$ cat src/rtl/calculator_engine.sv
// Keypad calculator core: decimal entry, chained add/sub, shift-add multiply, circular history.
// Define CALC_SIGNED_EN for two's complement arithmetic and signed overflow rules.
module calculator_engine #(
   parameter int WIDTH = 32,
   parameter int DEPTH = 8
) (
   input  logic                   clock,
   input  logic                   reset,
   input  logic [3:0]             key,
   input  logic                   key_valid,
   output logic                   key_ready,
   output logic [WIDTH-1:0]       display,
   output logic                   overflow,
   output logic                   busy,
   output logic [1:0]             pending_op,
   output logic [$clog2(DEPTH):0] hist_count
);
   localparam int AW = $clog2(DEPTH);
   localparam int CW = $clog2(WIDTH);
   localparam logic [1:0] OP_NONE = 2'b00, OP_ADD = 2'b01, OP_SUB = 2'b10, OP_MUL = 2'b11;
`ifdef CALC_SIGNED_EN
   localparam logic [WIDTH+3:0] DIG_MAX = {5'b0, {(WIDTH-1){1'b1}}};
`else
   localparam logic [WIDTH+3:0] DIG_MAX = {4'b0, {WIDTH{1'b1}}};
`endif

   typedef enum logic [1:0] {IDLE, MULT, MULT_DONE} state_t;
   state_t state, state_nx;

   logic [WIDTH-1:0]   acc, operand, mplier, as_res, mul_res, push_val, mag_a, mag_b;
   logic [1:0]         op_q, chain_op, new_op;
   logic               fresh, push_after, push_en, mul_go, take, as_ov, mul_ov, dig_ov;
   logic [WIDTH-1:0]   hist [DEPTH];
   logic [AW-1:0]      wr_ptr, rec_ptr, oldest, newest;
   logic [AW:0]        count;
   logic [2*WIDTH-1:0] mcand, prod, prod_step;
   logic [CW-1:0]      cnt;
   logic [WIDTH:0]     add_x, sub_x, as_x;
   logic [WIDTH+3:0]   dig_x;

   assign busy       = (state != IDLE);
   assign key_ready  = reset & ~busy;
   assign take       = key_valid & key_ready;
   assign display    = acc;
   assign pending_op = op_q;
   assign hist_count = count;

   assign dig_x  = ({4'b0, acc} << 3) + ({4'b0, acc} << 1) + (WIDTH+4)'(key);
   assign dig_ov = dig_x > DIG_MAX;
   assign add_x  = {1'b0, operand} + {1'b0, acc};
   assign sub_x  = {1'b0, operand} - {1'b0, acc};
   assign as_x   = (op_q == OP_SUB) ? sub_x : add_x;
   assign as_res = as_x[WIDTH-1:0];

   // Final multiply step is folded into MULT_DONE so busy spans exactly WIDTH cycles.
   assign prod_step = prod + (mplier[0] ? mcand : '0);
`ifdef CALC_SIGNED_EN
   logic neg_q;
   assign as_ov = (op_q == OP_SUB)
                ? (operand[WIDTH-1] != acc[WIDTH-1]) && (as_res[WIDTH-1] != operand[WIDTH-1])
                : (operand[WIDTH-1] == acc[WIDTH-1]) && (as_res[WIDTH-1] != operand[WIDTH-1]);
   assign mag_a   = operand[WIDTH-1] ? -operand : operand;
   assign mag_b   = acc[WIDTH-1] ? -acc : acc;
   assign mul_res = neg_q ? -prod_step[WIDTH-1:0] : prod_step[WIDTH-1:0];
   assign mul_ov  = (|prod_step[2*WIDTH-1:WIDTH])
                  | (prod_step[WIDTH-1] & (~neg_q | (|prod_step[WIDTH-2:0])));
`else
   assign as_ov   = as_x[WIDTH];
   assign mag_a   = operand;
   assign mag_b   = acc;
   assign mul_res = prod_step[WIDTH-1:0];
   assign mul_ov  = |prod_step[2*WIDTH-1:WIDTH];
`endif

   assign oldest = wr_ptr - count[AW-1:0];
   assign newest = wr_ptr - AW'(1);

   always_comb begin
      new_op = OP_MUL;
      case (key)
         4'hA:    new_op = OP_ADD;
         4'hB:    new_op = OP_SUB;
         default: new_op = OP_MUL;
      endcase
   end

   always_ff @(posedge clock) begin
      if (!reset) state <= IDLE;
      else        state <= state_nx;
   end

   always_comb begin
      state_nx = state;
      mul_go   = 1'b0;
      case (state)
         IDLE: begin
            if (take && key >= 4'hA && key <= 4'hD && op_q == OP_MUL && !fresh) begin
               mul_go   = 1'b1;
               state_nx = MULT;
            end
         end
         MULT:      if (cnt == CW'(WIDTH-2)) state_nx = MULT_DONE;
         MULT_DONE: state_nx = IDLE;
         default:   state_nx = IDLE;
      endcase
   end

   always_comb begin
      push_en  = 1'b0;
      push_val = acc;
      if (state == MULT_DONE) begin
         push_en  = push_after;
         push_val = mul_res;
      end else if (state == IDLE && take && key == 4'hD && !mul_go) begin
         push_en  = 1'b1;
         push_val = (op_q != OP_NONE && !fresh) ? as_res : acc;
      end
   end

   always_ff @(posedge clock) begin
      if (reset && push_en) hist[wr_ptr] <= push_val;
   end

   always_ff @(posedge clock) begin
      if (!reset) begin
         acc <= '0; operand <= '0; op_q <= OP_NONE; chain_op <= OP_NONE;
         fresh <= 1'b1; overflow <= 1'b0; push_after <= 1'b0;
         wr_ptr <= '0; rec_ptr <= '0; count <= '0;
         mcand <= '0; mplier <= '0; prod <= '0; cnt <= '0;
      end else begin
         case (state)
            IDLE: if (take) begin
               if (key <= 4'd9) begin
                  if (fresh) begin
                     acc   <= WIDTH'(key);
                     fresh <= 1'b0;
                  end else if (dig_ov) overflow <= 1'b1;
                  else                 acc <= dig_x[WIDTH-1:0];
               end else if (key <= 4'hD) begin
                  if (key != 4'hD && op_q == OP_NONE) begin
                     operand <= acc;
                     op_q    <= new_op;
                     fresh   <= 1'b1;
                  end else if (key != 4'hD && fresh) begin
                     op_q <= new_op;
                  end else if (!mul_go) begin
                     if (op_q != OP_NONE && !fresh) begin
                        acc      <= as_res;
                        operand  <= as_res;
                        overflow <= overflow | as_ov;
                     end
                     op_q  <= (key == 4'hD) ? OP_NONE : new_op;
                     fresh <= 1'b1;
                  end
               end else if (key == 4'hE) begin
                  if (count != '0) begin
                     acc     <= hist[rec_ptr];
                     fresh   <= 1'b1;
                     rec_ptr <= (rec_ptr == oldest) ? newest : rec_ptr - AW'(1);
                  end
               end else begin
                  acc <= '0; operand <= '0; op_q <= OP_NONE;
                  overflow <= 1'b0; fresh <= 1'b1;
               end
            end
            MULT: begin
               prod   <= prod_step;
               mcand  <= mcand << 1;
               mplier <= mplier >> 1;
               cnt    <= cnt + CW'(1);
            end
            MULT_DONE: begin
               acc      <= mul_res;
               operand  <= mul_res;
               overflow <= overflow | mul_ov;
               op_q     <= chain_op;
               fresh    <= 1'b1;
            end
            default: ;
         endcase
         if (mul_go) begin
            mcand      <= {{WIDTH{1'b0}}, mag_a};
            mplier     <= mag_b;
            prod       <= '0;
            cnt        <= '0;
            chain_op   <= (key == 4'hD) ? OP_NONE : new_op;
            push_after <= (key == 4'hD);
         end
         if (push_en) begin
            wr_ptr  <= wr_ptr + AW'(1);
            rec_ptr <= wr_ptr;
            if (count != (AW+1)'(DEPTH)) count <= count + (AW+1)'(1);
         end
      end
   end

`ifdef CALC_SIGNED_EN
   always_ff @(posedge clock) begin
      if (!reset)      neg_q <= 1'b0;
      else if (mul_go) neg_q <= operand[WIDTH-1] ^ acc[WIDTH-1];
   end
`endif

endmodule

$ cat config.mk
export PLATFORM = sky130hd
export DESIGN_NAME = calculator_engine
export DESIGN_NICKNAME = d
export VERILOG_FILES = /design/src/rtl/calculator_engine.sv
export SDC_FILE = /design/constraint.sdc
export NUM_CORES = 1
export LEC_CHECK = 0
export ABC_AREA = 0
export BUFFER_PORTS_ARGS = -buffer_cell sky130_fd_sc_hd__buf_2
export CORE_MARGIN = 4
export CORE_UTILIZATION = 38
export CTS_CLUSTER_DIAMETER = 200
export DETAILED_ROUTE_END_ITERATION = 16
export HOLD_SLACK_MARGIN = 0.15
export SLEW_MARGIN = 20
export SYNTH_ARGS = -nofsm -noshare
export SYNTH_HDL_FRONTEND = slang
export SYNTH_SLANG_ARGS = --single-unit
export TNS_END_PERCENT = 1
$ cat constraint.sdc
create_clock -name clock -period 16.7 [get_ports clock]
set_input_delay 1.67 -clock clock [delete_from_list [all_inputs] [get_ports clock]]
set_output_delay 1.67 -clock clock [all_outputs]
set_load 0.01 [all_outputs]
# [Word-level counts from Yosys, hierarchy flattened]
# Memories as Yosys holds them, arrays and structs flattened. A register that Yosys moved wholly into a read port is not among the register bits.
# Index checks and enable logic that the tools add are counted.
[word_totals] regBits=248 ramBits=256 in_bits=7 out_inout_bits=41 wordCells=184 memories=1
[op_classes] addsub=11 order_cmp=4 eq_ne=34 muxes=78 bitwise_logic=6 n_reduce_logical=34
[mem_list] name="hist" words=8 width=32 read_ports=1 rd_ports_with_merged_regs=1 wr=1 line_no="33" source="logic [WIDTH-1:0] hist [DEPTH];"
[op_table] operator="two-way mux 32 bit" n=25
[op_table] operator="case mux 32 bit (2 select lines)" n=2
[op_table] operator="adder 64 bit" n=1
[op_table] operator="two-way mux 64 bit" n=1
[op_table] operator="adder 35 x 33 -> 36 bit" n=1
[op_table] operator="adder 36 x 4 -> 36 bit" n=1
[op_table] operator="greater-than comparator 36 x 32 -> 1 bit, second input constant" n=1
[op_table] operator="adder 32 x 32 -> 33 bit" n=1
[op_table] operator="two-way mux 33 bit" n=1
[op_table] operator="subtractor 32 x 32 -> 33 bit" n=1
[op_table] operator="OR reduction 32 bit" n=1
[op_table] operator="two-way mux 3 bit" n=10
[op_table] operator="inequality test 4 bit, second input constant" n=7
[op_table] operator="two-way mux 1 bit" n=24
[op_table] operator="two-way mux 2 bit" n=10
[op_table] operator="equality test 4 bit, second input constant" n=4
[op_table] operator="nonzero test 2 bit" n=8
[op_table] operator="AND reduction 7 bit" n=2
[op_table] operator="inequality test 2 bit, second input constant" n=6
[op_table] operator="case mux 2 bit (2 select lines)" n=3
[op_table] operator="logical AND 1 bit" n=11
[op_table] operator="inequality test 5 x 3 -> 1 bit, second input constant" n=2
[op_table] operator="AND reduction 5 bit" n=2
[op_table] operator="inequality test 3 bit, second input constant" n=3
[op_table] operator="other kinds (26)" n=39

# [Depth between registers and ports, before layout]
[logic_depth] ltp_word=18 ltp_mapped=21 mapped_depth_nobuf=19

# [Least setup slack after synthesis]
# OpenSTA, ideal clock, no wires.
[synth_path] kind="input-to-reg" startpoint="in key[1]" endpoint="mem hist[0][0] (enable)" setup_time_ns=0.502 arrival_ns=6.582 required_ns=16.198 slack_ns=9.616 stages=7 n_path_buf=1 cell_sequence="clkbuf_1 o21ai_1 nor2_1 and4_1 nor3_1 a21oi_1 nor4_1"
[synth_between] elab_chain_len=14 elab_cells_between_ends=17 classes_between="order compare (2); eq/ne (1); mux (6); reduce/logical (8)"
[synth_rtl] item="from (decl)" line_no="9" source="input logic [3:0] key,"
[synth_rtl] item="greater-or-equal comparator 4 bit" line_no="97" source="if (take && key >= 4'hA && key <= 4'hD && op_q == OP_MUL && !fresh) begin"
[synth_rtl] item="logical AND 1 bit (4 in series)" line_no="97"
[synth_rtl] item="two-way mux 1 bit" line_no="97"
[synth_rtl] item="two-way mux 1 bit" line_no="95" source="case (state)"
[synth_rtl] item="zero test 1 bit"
[synth_rtl] item="logical AND 1 bit *" line_no="114" source="end else if (state == IDLE && take && key == 4'hD && !mul_go) begin"
[synth_rtl] item="two-way mux 1 bit *" line_no="114"
[synth_rtl] item="two-way mux 1 bit *" line_no="111" source="if (state == MULT_DONE) begin"
[synth_rtl] item="logical AND 1 bit *" line_no="121" source="if (reset && push_en) hist[wr_ptr] <= push_val;"
[synth_rtl] item="two-way mux 1 bit *" line_no="121"
[synth_rtl] item="two-way mux 1 bit (implied by the code) *" line_no="121"
[synth_rtl] item="to (decl)" line_no="33"
# Every way passes the cells marked *; elsewhere a longest branch is shown, timed or not.

# [Worst setup path in the final report]
[layout_path] startpoint="reg acc[6] (netlist: display[6])" endpoint="mem hist[1][29], data pin"
[layout_between] elab_chain_len=5 elab_cells_between_ends=6 classes_between="add/sub (2); mux (4)"
[layout_rtl] item="from (decl)" line_no="30" source="logic [WIDTH-1:0] acc, operand, mplier, as_res, mul_res, push_val, mag_a, mag_b;"
[layout_rtl] item="from (signal assigned)" line_no="135" source="acc <= WIDTH'(key);"
[layout_rtl] item="from (signal assigned)" line_no="138" source="else acc <= dig_x[WIDTH-1:0];"
[layout_rtl] item="from (signal assigned)" line_no="148" source="acc <= as_res;"
[layout_rtl] item="adder 32 x 32 -> 33 bit or subtractor 32 x 32 -> 33 bit (tied branches)" line_no="50, 51"
[layout_rtl] item="two-way mux 33 bit *" line_no="52" source="assign as_x = (op_q == OP_SUB) ? sub_x : add_x;"
[layout_rtl] item="two-way mux 32 bit *"
[layout_rtl] item="two-way mux 32 bit *" line_no="114"
[layout_rtl] item="two-way mux 32 bit *" line_no="111"
[layout_rtl] item="net push_val[29]" line_no="30"
# Mark *: on every way through the listed nets, which the timed path passes. The rest lies on a longest branch.

==> impl_metrics.csv <==
group,metric,value,unit
status,status,"completed",
floorplanning,core_area,0.0790,mm2
synth,synth_top_family_by_area,"compound AO/OA/AOI/OAI gates",
worst_hold_path,hold_path_class,"reg -> reg",
synth,yosysTopAreaCellShare,25.4,%
synth,synth_xor_area_share,4.19,%
clock_network,cts_resized,0,
clock_network,htreeDepth,2,
power_and_ir_drop,power_density,89.1,mW/mm2
synth,synth.net_count,3467,
synth,synth_seq_cells,507,
worst_setup_path,crit_fanout,11,
sta,hold_viol_final,0,
floorplanning,die_x,290,um
synth,synth-edff-count,256,
clock_network,root_buffer,"clkbuf_16",
sta,period_needed,5.98,ns
clock_network,hold_buffers,0,
finish,post-route-util,42.1,%
sta,finalClockSkew,0.0403,ns
synth,synthAdderAreaFrac,7.19,%
place,port_buffers,47,
power_and_ir_drop,intPower,0.00216,W
finish,nets,3399,
worst_setup_path,critPathBufInv,0,
power_and_ir_drop,seq_power_share,45.5,%
routing,drc,0,
synth,synth_common_cells,"487 x nand2_1, 371 x a21oi_1, 257 x nor2_1",
routing,maxUsedRoutingLayer,"met5",
sta,setup_viol,0,
clock_network,cts_tree,"done",
routing,drtAntennaViolNets,0,
finish,seq_area,0.0127,mm2
grt,grt-ovfl-total,0,
clock_network,clk_latency,0.64,ns
routing,dr_wl_met2,43100,um
grt,grtUsageTotal,21.7,%
sta,post-route-period-util,35.8,%
synth,synth_seq_area_share,42.0,%
worst_setup_path,cp-start-kind,"flop",
finish,areaGrowthSynthToFinish,9.81,%
synth,yosys.area_share.simple,15.9,%
finish,multiInputGateArea,0.0165,mm2
finish,antenna_cells,0,
worst_setup_path,cp_cell_sequence,"nor3_1 > nand2_1 > nor4_1 > and2_1 > nand2_1 > or2_2 > o41ai_1 > xor2_1 > ha_1 > and3_1 > and3_1 > a22oi_1 > o21ai_0 > o31ai_1 > nand2b_1 > a21oi_1 > xnor2_1 > o21ai_0",
synth,synth_area_leaders,"edfxtp_1 25%, dfxtp_1 17%, ha_1 6.9%",
worst_setup_path,crit_type,"reg -> reg",
floorplanning,ios,48,
run,cap_viol_max_count,0,
worst_setup_path,critical_path_arrival,6.27,ns
clock_network,clk_pin_slew_worst_paths,0.06,ns
sta,max_slew_margin,23.1,%
grt,grt_pass1_vias,23700,
routing,drt_pass1_iterations,6,
routing,first_iter_violations,2505,
worst_setup_path,max_stage_delay,0.72,ns
worst_setup_path,critical_path.endpoint_type,"flop",
sta,rsz0062_at_grt,"no",
floorplanning,dieArea,0.0843,mm2
sta,setup_tns,0,ns
clock_network,cts_made_buffers,55,
power_and_ir_drop,p_comb_share,12.2,%
routing,dr_wl_met3,7880,um
power_and_ir_drop,p_clk_share,42.4,%
worst_setup_path,worstPathRequired,16.99,ns
worst_setup_path,crit_family,"simple AND/OR/NAND/NOR gates",
grt,grt_start_max_net_pins,154,
finish,n_fill_cell,7761,
worst_setup_path,critPathSlowestCell,"o21ai_0",
clock_network,cts_setup_buffers,0,
finish,final_layout_size_suffix_gt1_share,9.27,%
routing,wire_per_inst,22.2,um
grt,grt_pass1_wl,145000,um
synth,synthMuxAreaShare,6.67,%
floorplanning,fp.dieH,290,um
power_and_ir_drop,power_switching_share,27.2,%
synth,syn-cell-area,0.0303,mm2
synth,synth_top_cell_by_area,"edfxtp_1",
synth,yosysMostFrequentCell,"nand2_1",
place,place_congestion,0.969,
synth,ys_warn_count,0,
power_and_ir_drop,power_leakage,12.2,nW
sta,tightestPinTransition,1.14,ns
routing,num_vias,25500,
floorplanning,placementRows,103,
clock_network,clock-sinks,507,
place,dp_hpwl,66600,um
synth,ys_async_sr_fraction,0,%
sta,fmax,167,MHz
synth,synthCells,3289,
routing,drt-vias-per-instance,5.90,
synth,yosys_most_used_dff,"edfxtp_1",
grt,grt_antenna_before_repair,3,
synth,synth-compound-area-share,20.3,%
synth,synth.distinct_cells,86,
power_and_ir_drop,irDropWorstVdd,92.1,uV
routing,met1Wirelength,41300,um
sta,maxSlewViolCount,0,
clock_network,cts.path.max_buffers,3,
routing,totalWireLength,95700,um
power_and_ir_drop,power_switching,0.000807,W
synth,synth_area_per_cell,9.21,um2
floorplanning,initial_core_util,38.4,%
## state kept, by name (all words and copies together) (netlist names), 3 cells and up, named ones only
| signal | count |
|---|---|
| wr_ptr | 3 |
| prod | 64 |
| mag_a | 32 |
| mcand | 64 |
| mplier | 32 |
| display | 32 |
| hist_count | 4 |
| hist | 256 |
| rec_ptr | 3 |
| cnt | 5 |
## routing by layer
layer,global-route usage [%],vias up
li1,-,12000
met1,30.1,12300
met2,34.4,1006
met3,4.02,195
met4,7.02,4
met5,0,-
## metrics by stage
| stage | hold slack (ns) | setup slack [ns] | std cells | cell area [um2] | power, W |
|---|---|---|---|---|---|
| after detailed placement | 0.449 | 10.47 | 4214 | 31400 | 0.00172 |
| after floorplan | 0.436 | 9.62 | 3289 | 30300 | 0.00161 |
| after CTS | 0.457 | 10.89 | 4318 | 33300 | 0.00298 |
| after global placement | 0.442 | 10.50 | 4214 | 31400 | 0.00172 |
| final | 0.454 | 10.72 | 4318 | 33300 | 0.00296 |
| after global routing | 0.472 | 10.28 | 4318 | 33300 | 0.00307 |
## power by group through the flow
stage                     Sequential (W)  Combinational [W]  Clock [W]
after CTS                        0.00135           0.000352    0.00128
after global placement           0.00137           0.000351          0
after detailed placement         0.00137           0.000351          0
after global routing             0.00135           0.000388    0.00134
after floorplan                  0.00136           0.000253          0
final                            0.00135           0.000360    0.00126
## tightest hold or removal path: cells and delay by family (launching register included)
family	cells	cell delay (ns)
simple gates	1	0.05
flops	1	0.31
compound gates	1	0.05
## cells by family after synthesis
| group | count (synthesis) |
|---|---|
| flip-flops | 507 |
| XOR/XNOR | 145 |
| AO/OA/AOI/OAI | 987 |
| adder cells (fa/ha/maj) | 171 |
| buffers and inverters | 282 |
| AND/OR/NAND/NOR | 1076 |
| multiplexers | 121 |
## cells in the final DEF (no fill, tap or decap), types with 12 or more instances in the layout
cell / count
o21a_1: 25
and2_1: 78
buf_2: 47
clkinv_2: 16
o31ai_1: 12
mux4_2: 64
a21oi_1: 371
a21o_1: 57
dfxtp_1: 247
and3_1: 14
nand3_1: 51
ha_1: 166
or3_1: 14
a211oi_1: 37
o21bai_1: 24
edfxtp_1: 256
xnor2_1: 86
a22oi_1: 42
nand2b_1: 22
o211ai_1: 30
nor2b_1: 12
a311oi_1: 38
nor2_1: 255
xor2_1: 59
inv_1: 62
mux2i_1: 53
nor3_1: 42
clkbuf_16: 55
nand2_1: 486
buf_4: 46
a31oi_1: 43
o21ai_0: 193
nand4_1: 36
## path summary, 6_finish.rpt
| kind | depth (start not counted) | from | slack (ns) | end |
|---|---|---|---|---|
| max reg2reg | 18 | display[6]$_SDFFE_PN0P_ | 10.72 | hist[1][29]$_DFFE_PP_ |
| max | 18 | display[6]$_SDFFE_PN0P_ | 10.72 | hist[1][29]$_DFFE_PP_ |
| min reg2reg | 2 | mplier[7]$_SDFFE_PN0P_ | 0.45 | mplier[7]$_SDFFE_PN0P_ |
| min | 2 | mplier[7]$_SDFFE_PN0P_ | 0.45 | mplier[7]$_SDFFE_PN0P_ |
## final cells by class
| type | instances | area share (%) |
|---|---|---|
| clock buffers | 63 | 4.29 |
| repair buffers | 94 | 1.81 |
| flip-flops and latches | 507 | 38.2 |
| inverters | 63 | 0.715 |
| multi-input cells | 2500 | 49.7 |
| well taps | 1050 | 3.95 |
| clock inverters | 41 | 1.29 |
Note: power is estimated with default switching activity, not from simulation.
